**src/rtl/fetch_unit.sv**
```systemverilog
// Instruction fetch stage: keeps the word PC, issues reads to a 1-cycle synchronous imem,
// buffers returned words and hands them to decode over a valid/ready handshake.
module fetch_unit #(
    parameter logic [8:0] RESET_PC = 9'd0,
    parameter int         DEPTH    = 2
) (
    input  logic        clk,
    input  logic        reset,
    output logic        imem_en,
    output logic [8:0]  imem_addr,
    input  logic [31:0] imem_data,
    input  logic        redirect,
    input  logic [8:0]  redirect_pc,
    output logic        out_valid,
    input  logic        out_ready,
    output logic [31:0] out_ir,
    output logic [8:0]  out_pc
);

    typedef logic [8:0]  pc_t;
    typedef logic [31:0] ir_t;

    localparam int PTR_W = (DEPTH > 1) ? $clog2(DEPTH) : 1;
    localparam int CNT_W = PTR_W + 1;
    localparam int OCC_W = CNT_W + 1;

    pc_t              fetch_pc_q, fetch_pc_d;
    pc_t              issue_pc_q, issue_pc_d;
    logic             inflight_q, inflight_d;
    logic [PTR_W-1:0] rd_ptr_q, rd_ptr_d;
    logic [PTR_W-1:0] wr_ptr_q, wr_ptr_d;
    logic [CNT_W-1:0] count_q, count_d;
    ir_t              buf_ir_q [DEPTH];
    pc_t              buf_pc_q [DEPTH];

    logic             issue;
    logic             push;
    logic             pop;
    logic [OCC_W-1:0] occupancy;

    assign out_valid = (count_q != '0) & !redirect;
    assign pop       = out_valid & out_ready;
    assign push      = inflight_q & !redirect;

    // Slots already committed after this cycle's pop; a pop frees room for a same-cycle issue.
    assign occupancy = OCC_W'(count_q) + OCC_W'(inflight_q) - OCC_W'(pop);
    assign issue     = !reset & !redirect & (occupancy < OCC_W'(DEPTH));

    assign imem_en   = issue;
    assign imem_addr = fetch_pc_q;
    assign out_ir    = buf_ir_q[rd_ptr_q];
    assign out_pc    = buf_pc_q[rd_ptr_q];

    always_comb begin
        fetch_pc_d = fetch_pc_q;
        issue_pc_d = issue_pc_q;
        inflight_d = issue;
        rd_ptr_d   = rd_ptr_q;
        wr_ptr_d   = wr_ptr_q;
        count_d    = count_q;
        if (redirect) begin
            fetch_pc_d = redirect_pc;
            rd_ptr_d   = '0;
            wr_ptr_d   = '0;
            count_d    = '0;
        end else begin
            if (issue) begin
                fetch_pc_d = fetch_pc_q + 9'd1;
                issue_pc_d = fetch_pc_q;
            end
            if (push) wr_ptr_d = wr_ptr_q + PTR_W'(1);
            if (pop)  rd_ptr_d = rd_ptr_q + PTR_W'(1);
            count_d = count_q + CNT_W'(push) - CNT_W'(pop);
        end
    end

    always_ff @(posedge clk) begin
        if (reset) begin
            fetch_pc_q <= RESET_PC;
            issue_pc_q <= '0;
            inflight_q <= 1'b0;
            rd_ptr_q   <= '0;
            wr_ptr_q   <= '0;
            count_q    <= '0;
            for (int i = 0; i < DEPTH; i++) begin
                buf_ir_q[i] <= '0;
                buf_pc_q[i] <= '0;
            end
        end else begin
            fetch_pc_q <= fetch_pc_d;
            issue_pc_q <= issue_pc_d;
            inflight_q <= inflight_d;
            rd_ptr_q   <= rd_ptr_d;
            wr_ptr_q   <= wr_ptr_d;
            count_q    <= count_d;
            if (push) begin
                buf_ir_q[wr_ptr_q] <= imem_data;
                buf_pc_q[wr_ptr_q] <= issue_pc_q;
            end
        end
    end

endmodule

```
**config.mk**
```make
export PLATFORM = sky130hd
export DESIGN_NAME = fetch_unit
export DESIGN_NICKNAME = d
export VERILOG_FILES = /design/src/rtl/fetch_unit.sv
export SDC_FILE = /design/constraint.sdc
export NUM_CORES = 1
export LEC_CHECK = 0
export ABC_AREA = 1
export CELL_PAD_IN_SITES_DETAIL_PLACEMENT = 1
export CELL_PAD_IN_SITES_GLOBAL_PLACEMENT = 1
export CORE_MARGIN = 5
export CORE_UTILIZATION = 29
export DETAILED_ROUTE_END_ITERATION = 7
export PLACE_DENSITY = 0.62
export RECOVER_POWER = 25
export SYNTH_ARGS = -nofsm -noshare
export SYNTH_HDL_FRONTEND = slang
export SYNTH_SLANG_ARGS = --single-unit
```
**constraint.sdc**
```tcl
create_clock -name clk -period 5 [get_ports clk]
set_input_delay 1.5 -clock clk [delete_from_list [all_inputs] [get_ports clk]]
set_output_delay 1.5 -clock clk [all_outputs]
set_load 0.005 [all_outputs]
```
==> results.toml <==
[routing]
vias = 3355
post_drt_wl_per_cell_um = 15.06
drtIter0Drc = 219
ant_nets = 0
drt-vias-per-instance = 4.397
drt_first_pass_iters = 4
wirelength_um = 11490
drc = 0

[finish]
antenna_cells = 0
fill_cells = 1785
finalNonFillerCells = 763
fin_nets = 592
drive_gt1_share_pct = 16.09
design_area_mm2 = 0.006277
multiInputGateArea_mm2 = 0.001489
syn_to_final_growth_pct = 31.85
ff_latch_area_mm2 = 0.002944

[min_path]
holdPathStages = 2
hp-class = "reg -> reg"
hold_start = "issue_pc_q[1]$_SDFFE_PP0P_"
worstHoldEndpoint = "issue_pc_q[1]$_SDFFE_PP0P_"

[timing]
rsz0062_at_grt = "no"
finalCriticalPeriod_ps = 4892
worst_slew_pin_slew_ps = 2142
setup_viol = 0
tns_ps = 0
final.period_utilization_pct = 97.84
slew_headroom_pct = -42.82
hold_violations = 0
holdWs_ps = 487.8
setup_ws_ps = 108.1
finalClockSkew_ps = 7.052
maxSlewViolCount = 42
fmax_mhz = 204.4

[power]
intPower_mw = 1.480
p_seq_share_pct = 52.4
power_density_mw_per_mm2 = 305.6
ir_drop_v = 0.0001546
p_leak_nw = 2.532
switching_share_pct = 22.85
power.share.clock_pct = 37.7
switching_power_mw = 0.4383
power_frac_comb_pct = 9.8

[logic_synthesis]
avgSynthCellArea_um2 = 10.77
synthTopCellsByArea = "edfxtp_1 (52%), dfxtp_1 (10%), mux2_2 (9.7%), nor2_1 (8.3%), inv_1 (4.7%)"
synth_top_cell_area_share_pct = 51.72
syn_area_mm2 = 0.004761
synth_nets = 492
synth_cells = 442
yosysWarnings = 0
synth_top_area_cell = "edfxtp_1"
ys_seq_area_share_pct = 61.81
ys_types = 32
synth_seq_cells = 106

[clock_network]
htreeDepth = 3
cts_buffers = 9
cts-hold-fix-buffers = 0
clock_latency_ps = 350
cts_buffer_depth = 2
cts-root-buf = "clkbuf_16"
clk_pin_slew_ps = 70
cts_tree = "built"
cts_num_sinks = 106

[global_route]
grt_overflow = 0
grt_max_degree = 42
grt_pass1_vias = 3667
grt_pass1_wl_um = 18880
grt.total_usage_pct = 12.15
antenna_found_initial = 0

[worst_setup_path]
r2r-end = "imem_addr[3]$_SDFFE_PP0P_"
worstPathArrival_ps = 3390
cp_top_family = "buffers and inverters"
rrSetupSlack_ps = 2340
path_max_fanout = 2
critPathRequiredTime_ps = 3500
cp_slowest_cell = "fa_2"
r2r_cells = 15
r2r-start = "count_q[1]$_SDFF_PP0_"
cp.buffers_inverters = 4
cpPeakStageDelay_ps = 570
crit_chain = "clkdlybuf4s50_1, nand2_2, inv_2, ha_1, inv_1, nand2_1, fa_2, nand2_4, nor2_8, clkdlybuf4s15_2"
critPathCaptureType = "output port"
critPathKind = "in -> out"
start_kind = "input port"

[placement]
dp_hpwl_um = 7606
pre_cts_ws_ps = -432.0
portBuffers = 96
placed_area_mm2 = 0.005972
place.gp.congestion = 0.7182
dp.cells = 746

[outcome]
outcome = "finished with violations"
violations = "capacitance limit, slew limit"

[floorplan]
rows = 46
die_h_um = 138.1
die_x_um = 138.1
start_util_pct = 29.75
io_pins = 97
dieArea_mm2 = 0.01908
core-area_mm2 = 0.01600

[run]
drv_cap = 1
layout make-up:
| cell class | instances | area share [%] |
|---|---|---|
| Clock buffer | 9 | 3.588 |
| Tap cell | 216 | 4.305 |
| Multi-Input combinational cell | 255 | 23.72 |
| Clock inverter | 7 | 1.216 |
| Inverter | 63 | 3.767 |
| Sequential cell | 106 | 46.90 |
| Timing Repair Buffer | 107 | 16.50 |
power groups by stage:
| stage | clock, mW | combinational, mW | sequential, mW |
|---|---|---|---|
| after detailed placement | 0 | 0.194 | 1.03 |
| final | 0.724 | 0.189 | 1.01 |
| after CTS | 0.742 | 0.196 | 1.01 |
| after floorplan | 0 | 0.0876 | 1.02 |
| after global routing | 0.776 | 0.209 | 1.01 |
| after global placement | 0 | 0.192 | 1.02 |
worst max-delay path by stage:
stage,startpoint,to,cells past startpoint
after floorplan,redirect,imem_en,11
after detailed placement,redirect,imem_en,12
after global placement,redirect,imem_en,11
after global routing,out_ready,imem_en,10
final,out_ready,imem_en,10
after CTS,out_ready,imem_en,10
layer usage:
layer	up-vias	global-route usage (%)	wire length, um
met5	-	0	0
met4	0	4.524	175
met2	83	20.14	5502
met1	1633	15.88	5437
met3	11	2.241	372
li1	1628	-	-
cell usage after synthesis, drive strengths merged:
cell and n:
buf 12, dfxtp 24, nor3 2, clkbuf 6, a21boi 2, o21a 1, xor2 2, ha 4
xnor2 1, nand3 16, mux2 41, o21ai 10, inv 63, nor2 109, a21oi 12, fa 1
nand2 52, or2 1, o21bai 1, edfxtp 82
sequential cells by signal (all words and copies together) (netlist names), named ones only:
name / flops
count_q: 2
buf_pc_q: 18
imem_addr: 9
buf_ir_q: 64
wr_ptr_q: 1
issue_pc_q: 9
rd_ptr_q: 1
inflight_q: 1
per-stage QoR:
| step | util [%] | total power [mW] |
|---|---|---|
| after CTS | 39.34 | 1.944 |
| after global placement | 37.32 | 1.216 |
| final | 39.23 | 1.918 |
| after detailed placement | 37.32 | 1.220 |
| after global routing | 39.23 | 1.996 |
| after floorplan | - | 1.107 |
cells by family (layout without fill, tap and decap cells):
kind of cell               Yosys count  after routing  share of synthesized area, %
DFF                                106            106                         61.81
xor gates and xnor gates             3              3                        0.5520
muxes                               41             41                         9.698
buffers and inverters               81            186                         7.201
adders and majority gates            5              5                         1.472
AOI/OAI and AO/OA                   26             26                         2.943
and+or+nand+nor                    180            180                         16.32
what timing repair did:
item,4_1_cts,5_1_grt
resized for setup,8,2
buffers inserted,1,0
endpoints found under the setup margin,1,1
pin swaps,4,1
placed cells by master, fill, tap and decap left out, types with 2 or more instances in the layout:
| cell type | instances |
|---|---|
| nand2_4 | 2 |
| nand2_1 | 46 |
| nor2_4 | 2 |
| edfxtp_1 | 82 |
| buf_4 | 9 |
| clkbuf_16 | 9 |
| o21ai_0 | 5 |
| dlygate4sd3_1 | 4 |
| nor2_1 | 105 |
| clkbuf_1 | 2 |
| dfxtp_1 | 23 |
| a21boi_0 | 2 |
| clkdlybuf4s50_1 | 90 |
| ha_1 | 4 |
| a21oi_1 | 11 |
| inv_6 | 2 |
| xor2_1 | 2 |
| nand3_1 | 12 |
| clkinv_4 | 2 |
| mux2_2 | 41 |
| nand2_2 | 4 |
| inv_1 | 60 |
| o21ai_1 | 5 |
| nand3_2 | 4 |
| inv_2 | 3 |
worst min-delay path, stage by stage, from the launching register on:
cell     delay, ps
dfxtp_1        300
inv_1           80
a21oi_1         60
Power figures use the tool's default switching activity.
